<file path="src/rtl/comparator_search.sv">
// Binary-search initiator for a combinational magnitude comparator; recovers the value on its a input.
// Latency: 1..WIDTH+1 compares, one cycle each (two with CMP_SETTLE_EN); start is ignored while busy.
// Optional feature macro CMP_SETTLE_EN inserts a SETTLE cycle after every guess update.
module comparator_search #(
    parameter int WIDTH = 4
) (
    input  logic             clk,
    input  logic             rst,
    input  logic             start,
    input  logic             g,
    input  logic             e,
    input  logic             l,
    output logic [WIDTH-1:0] guess,
    output logic             busy,
    output logic             done,
    output logic [WIDTH-1:0] result,
    output logic             err,
    output logic [2:0]       steps
);

`ifdef CMP_SETTLE_EN
    typedef enum logic [1:0] {IDLE, SEARCH, SETTLE} state_t;
    localparam state_t AFTER_UPDATE = SETTLE;
`else
    typedef enum logic [1:0] {IDLE, SEARCH} state_t;
    localparam state_t AFTER_UPDATE = SEARCH;
`endif

    localparam logic [WIDTH-1:0] RANGE_MAX = '1;
    localparam logic [WIDTH-1:0] FIRST_MID = RANGE_MAX >> 1;

    state_t           state, state_n;
    logic [WIDTH-1:0] lo, hi, lo_n, hi_n;
    logic [WIDTH-1:0] guess_n, result_n;
    logic             busy_n, done_n, err_n;
    logic [2:0]       steps_n;

    // Midpoint sums carry one extra bit so lo+hi never wraps.
    logic [WIDTH:0]   sum_up, sum_dn;
    assign sum_up = {1'b0, guess} + {1'b0, hi} + (WIDTH+1)'(1);
    assign sum_dn = {1'b0, lo} + {1'b0, guess} - (WIDTH+1)'(1);

    always_comb begin
        state_n  = state;
        lo_n     = lo;
        hi_n     = hi;
        guess_n  = guess;
        result_n = result;
        busy_n   = busy;
        done_n   = 1'b0;
        err_n    = err;
        steps_n  = steps;
        case (state)
            IDLE: begin
                if (start) begin
                    lo_n    = '0;
                    hi_n    = RANGE_MAX;
                    guess_n = FIRST_MID;
                    steps_n = '0;
                    err_n   = 1'b0;
                    busy_n  = 1'b1;
                    state_n = AFTER_UPDATE;
                end
            end
            SEARCH: begin
                steps_n = steps + 3'd1;
                if (e && !g && !l) begin
                    result_n = guess;
                    done_n   = 1'b1;
                    busy_n   = 1'b0;
                    state_n  = IDLE;
                end else if (g && !e && !l && guess != hi) begin
                    lo_n    = guess + WIDTH'(1);
                    guess_n = sum_up[WIDTH:1];
                    state_n = AFTER_UPDATE;
                end else if (l && !g && !e && guess != lo) begin
                    hi_n    = guess - WIDTH'(1);
                    guess_n = sum_dn[WIDTH:1];
                    state_n = AFTER_UPDATE;
                end else begin
                    // Flag combination impossible for a sane comparator, or range exhausted.
                    err_n    = 1'b1;
                    result_n = guess;
                    done_n   = 1'b1;
                    busy_n   = 1'b0;
                    state_n  = IDLE;
                end
            end
`ifdef CMP_SETTLE_EN
            SETTLE: begin
                state_n = SEARCH;
            end
`endif
            default: begin
                state_n = IDLE;
                busy_n  = 1'b0;
            end
        endcase
    end

    always_ff @(posedge clk or posedge rst) begin
        if (rst) begin
            state  <= IDLE;
            lo     <= '0;
            hi     <= '0;
            guess  <= '0;
            result <= '0;
            busy   <= 1'b0;
            done   <= 1'b0;
            err    <= 1'b0;
            steps  <= '0;
        end else begin
            state  <= state_n;
            lo     <= lo_n;
            hi     <= hi_n;
            guess  <= guess_n;
            result <= result_n;
            busy   <= busy_n;
            done   <= done_n;
            err    <= err_n;
            steps  <= steps_n;
        end
    end

endmodule
</file>
<file path="config.mk">
export PLATFORM = sky130hd
export DESIGN_NAME = comparator_search
export DESIGN_NICKNAME = d
export VERILOG_FILES = /design/src/rtl/comparator_search.sv
export SDC_FILE = /design/constraint.sdc
export NUM_CORES = 1
export LEC_CHECK = 0
export ABC_AREA = 1
export CORE_AREA = 2 2 49 85
export CTS_CLUSTER_SIZE = 10
export DETAILED_ROUTE_END_ITERATION = 7
export DIE_AREA = 0 0 51 87
export DONT_BUFFER_PORTS = 1
export REMOVE_ABC_BUFFERS = 1
export SYNTH_ARGS = -nofsm -noshare
export SYNTH_HDL_FRONTEND = slang
export SYNTH_SLANG_ARGS = --single-unit
</file>
<file path="constraint.sdc">
create_clock -name clk -period 2.75 [get_ports clk]
set_input_delay 0 -clock clk [delete_from_list [all_inputs] [get_ports clk]]
set_output_delay 0 -clock clk [all_outputs]
set_load 0.005 [all_outputs]
</file>
### Word-level counts from Yosys, hierarchy flattened

Index checks and enable logic that the tools add are counted.

* $add $sub $neg: 7
* multiply operators: 0
* div/mod/pow operators: 0
* magnitude comparators: 0
* equality and inequality tests: 14
* shift-type cells: 0
* multiplexer cells: 38
* bitwise operators: 0
* reduce and logical (&&, ||, !) cells: 20

Operators with widths (number)
* two-way mux 4 bit: 14
* one-hot mux 4 bit (2 select lines): 3
* inequality test 2 bit (second input constant): 8
* two-way mux 1 bit: 15
* adder 4 x 4 -> 5 bit: 2
* AND reduction 5 bit: 2
* inequality test 3 bit (second input constant): 3
* logical AND 1 bit: 8
* inequality test 4 bit: 2
* AND reduction 4 bit: 2
* one-hot mux 3 bit (2 select lines): 1
* AND reduction 3 bit: 2
* adder 5 x 1 -> 5 bit (second input constant): 1
* subtractor 5 x 1 -> 5 bit (second input constant): 1
* adder 4 x 1 -> 4 bit (second input constant): 1
* one-hot mux 1 bit (2 select lines): 2
* one-hot mux 2 bit (2 select lines): 1
* subtractor 4 x 1 -> 4 bit (second input constant): 1
* adder 3 x 1 -> 3 bit (second input constant): 1
* logical NOT 1 bit: 3
* two-way mux 3 bit: 1
* equality test 2 x 1 -> 1 bit (second input constant): 1
* logical NOT 2 bit: 1
* two-way mux 2 bit: 1
* 2 further kinds: 2

* bits in registers: 24
* latch bits: 0
* memory bits (writable): 0
* ROM bits: 0
* output and inout port bits: 14
* logic and storage cells: 88
* memories kept: 0

### Depth between registers and ports, before layout

* depth after elaboration: 8
* depth in mapped cells: 11
* gate-level depth less buffers: 11

### Worst setup path after synthesis

No wires, ideal clock.

* path type: flip-flop to flip-flop
* start point: register guess[1]
* end point: register guess[2]
* library setup time: 116 ps
* data arrival time: 1896 ps
* required time: 2634 ps
* slack: 737 ps
* stages on the path, launching flop included: 12
* buffers on the path: 0
* cell sequence: dfrtp_1 > inv_1 > ha_1 > inv_1 > ha_1 > inv_1 > fa_1 > xnor2_1 > a21oi_1 > nand2_1 > nand2_1 > nand2_1

* cells in the longest elaborated chain, start to end: 6

Ends and longest elaborated chain
* start, declared: line 13 `output logic [WIDTH-1:0] guess,`
* start signal, assigned: line 116 `guess <= guess_n;`
* adder 4 x 4 -> 5 bit: line 41 `assign sum_dn = {1'b0, lo} + {1'b0, guess} - (WIDTH+1)'(1);`
* subtractor 5 x 1 -> 5 bit: line 41
* two-way mux 4 bit: line 76 `end else if (l && !g && !e && guess != lo) begin`
* two-way mux 4 bit: line 72 `end else if (g && !e && !l && guess != hi) begin`
* two-way mux 4 bit: line 67 `if (e && !g && !l) begin`
* one-hot mux 4 bit (2 select lines): line 53 `case (state)`

Parallel ways exist; a longest one is shown, timed or not. The select of a mux whose other input is x is not followed.
A chain may end at the register's enable or synchronous reset.

### Worst setup path after layout

* start point: register guess[1]
* end point: register guess[1]

The elaborated chain is that of the path after synthesis.

==> impl_metrics.yaml <==
sta:
  rsz0062_at_grt: "false"
  finalCritPeriodShare_pct: 81.0
  slew_headroom_pct: 43.2
  fin_crit_ns: 2.23
  worst_slew_pin_slew_ns: 0.850
  setup_tns_ns: 0
  hold_viol_final: 0
  slew_violations: 0
  clock_skew_ns: 0.00202
  fmax_mhz: 449
  setup_slack_ns: 0.522
  setup_viol: 0
  holdWs_ns: 0.111
grt:
  grt-ovfl-total: 0
  grt_first_pass_wirelength_um: 4880
  grt_usage_pct: 14.3
  grt_max_degree: 24
  grt_pass1_vias: 1108
  antenna_found_initial: 0
critical_path:
  startpoint_type: "register"
  cp.arrival_ns: 2.36
  cp_max_fo: 6
  worstSetupPathType: "register to register"
  end_kind: "register"
  cp.required_ns: 2.88
clock_network:
  numCtsBuffers: 3
  postCtsSetupBuffers: 0
  h-tree-depth: 1
  clk_pin_slew_worst_paths_ns: 0.08
  clock_sinks: 23
  cts-root-buf: "clkbuf_8"
  cts.repair.resized: 0
  cts_tree: "built"
  clockBufferDepth: 2
  clk_latency_ns: 0.26
synthesis:
  ys_seq_elements: 23
  synth_area_leaders: "dfrtp_1, ha_1, nand2_1, inv_1, o21ai_0"
  synthMuxAreaShare_pct: 0
  synth_warnings: 0
  yosys.area_share.simple_pct: 23.5
  netlist_area_sq_um: 1460
  syn_avg_cell_area_sq_um: 8.45
  synthCells: 173
  yosys.area.top_type_share_pct: 39.4
  synth_xor_area_share_pct: 3.00
  synth_top_family_by_area: "simple AND/OR/NAND/NOR gates"
  yosys.area.top_type: "dfrtp_1"
  synthAdderAreaFrac_pct: 14.7
  yosysUniqueCellTypes: 24
  synth-seq-area-share_pct: 39.4
  synth_compound_area_share_pct: 10.9
die:
  io_pins: 20
  core_sq_um: 3790
  die_h_um: 87
  die_area_sq_um: 4440
  rows: 30
  die_w_um: 51
  start_util_pct: 38.5
placed_design:
  globalplace.congestion: 0.959
  port_buffers: 0
  dp.cells: 219
  place_ws_ns: 0.532
  dp_hpwl_um: 2350
drt:
  via_per_inst: 4.93
  top_layer: "met4"
  drc_errors: 0
  finalWirelength_um: 2900
  dr_wl_met2_um: 1520
  num_vias: 1114
  dr.pass1.iters: 7
  wl_per_cell_um: 12.8
  drtIter0Drc: 16
  wl_met1_um: 1230
  antenna_left: 0
  wl_met3_um: 83
worst_hold_path:
  hold_class: "input pin to register"
pwr:
  vdd_ir_drop_max_v: 0.000648
  power_density_nw_per_um2: 1320
  p_leak_uw: 0.000787
cells_and_area:
  drive_above_1_share_pct: 7.87
  final_nets: 201
  area_delta_synth_final_pct: 7.96
  multi_input_area_sq_um: 762
  fill_cells: 385
  ff_latch_area_sq_um: 576
  final_cells: 226
  insertedDiodeCount: 0
  final_util_pct: 41.6
status:
  run_status: "finished clean"
flow_run:
  cap_violations: 0
==> where the power goes <==
part           internal, uW  switching [uW]  total, uW  leakage [uW]
logic                   497             692       1190      0.000486
clock network           103             104        207     0.0000228
registers               497             183        680      0.000278
==> cells by family (layout without fill, tap and decap cells) <==
logic type | after synthesis | count (layout)
AO/OA/AOI/OAI | 27 | 27
XOR/XNOR | 5 | 5
adder cells (fa/ha/maj) | 16 | 16
buffers and inverters | 30 | 35
flip-flops | 23 | 23
AND/OR/NAND/NOR | 72 | 72
==> cell usage after synthesis <==
cell       n
nand2_1   34
inv_1     27
dfrtp_1   23
nor2_1    15
ha_1      14
o21ai_0   12
nand3_1   11
a21oi_1   10
nand3b_1   5
nand2_2    3
xnor2_1    3
fa_1       2
o21ai_1    2
xor2_1     2
a21oi_4    1
a22o_2     1
a31oi_2    1
buf_4      1
buf_6      1
inv_2      1
nand2_4    1
nand3_2    1
nor2_4     1
nor3_4     1
==> routing by layer <==
metal	GRT usage, %	vias to the layer above
met5	0	-
met4	5.41	0
met3	1.55	8
met2	26.2	21
met1	16.5	524
li1	-	561
==> sequential cells by signal, indices dropped and copies added, names as in the netlist <==
signal / flops
steps: 3
err: 1
hi: 4
busy: 1
lo: 4
guess: 4
result: 4
done: 1
state: 1
==> final timing paths <==
| path | to | from | cells after the start | slack, ns |
|---|---|---|---|---|
| setup reg to reg | guess[1] | guess[1] | 11 | 0.52 |
| hold / removal | err | e | 4 | 0.11 |
| setup / recovery | guess[1] | guess[1] | 11 | 0.52 |
| max in group asynchronous | guess[1] | rst | 2 | 1.87 |
| hold reg to reg | busy | busy | 2 | 0.51 |
| min in group asynchronous | steps[1] | rst | 2 | 0.35 |
==> critical path, stage by stage (launching register included) <==
cell     delay [ns]
dfrtp_1        0.45
inv_1          0.17
ha_1           0.34
inv_1          0.06
ha_1           0.16
inv_1          0.06
fa_1           0.54
inv_1          0.04
nand2_1        0.05
nand3_1        0.06
nand2_1        0.08
o21ai_0        0.09
==> final cells by class <==
type / instances / share of cell area, %
clock buffer: 4 / 2.85
inverter: 28 / 6.66
multi-input combinational: 120 / 48.3
sequential: 23 / 36.5
tap: 48 / 3.81
timing repair buffer: 3 / 1.90
==> through the flow <==
step	area, sq um	total power [uW]
floorplan	1440	1600
global placement	1500	1840
detailed placement	1500	1880
CTS	1580	2100
global route	1580	2320
finish	1580	2080
==> repair_timing <==
| item | CTS | global route |
|---|---|---|
| endpoints found under the setup margin | 0 | 0 |
| hold endpoints to repair | 28 | 0 |
| hold buffers | 3 | 0 |
==> placed cells by master, fill, tap and decap left out, types with 2 or more instances in the layout <==
cell	count
nand2_1	34
inv_1	27
dfrtp_1	23
nor2_1	15
ha_1	14
o21ai_0	12
nand3_1	11
a21oi_1	10
nand3b_1	5
nand2_2	3
xnor2_1	3
clkbuf_8	3
dlygate4sd3_1	3
o21ai_1	2
xor2_1	2
fa_1	2
Note: power is estimated with default switching activity, not from simulation.
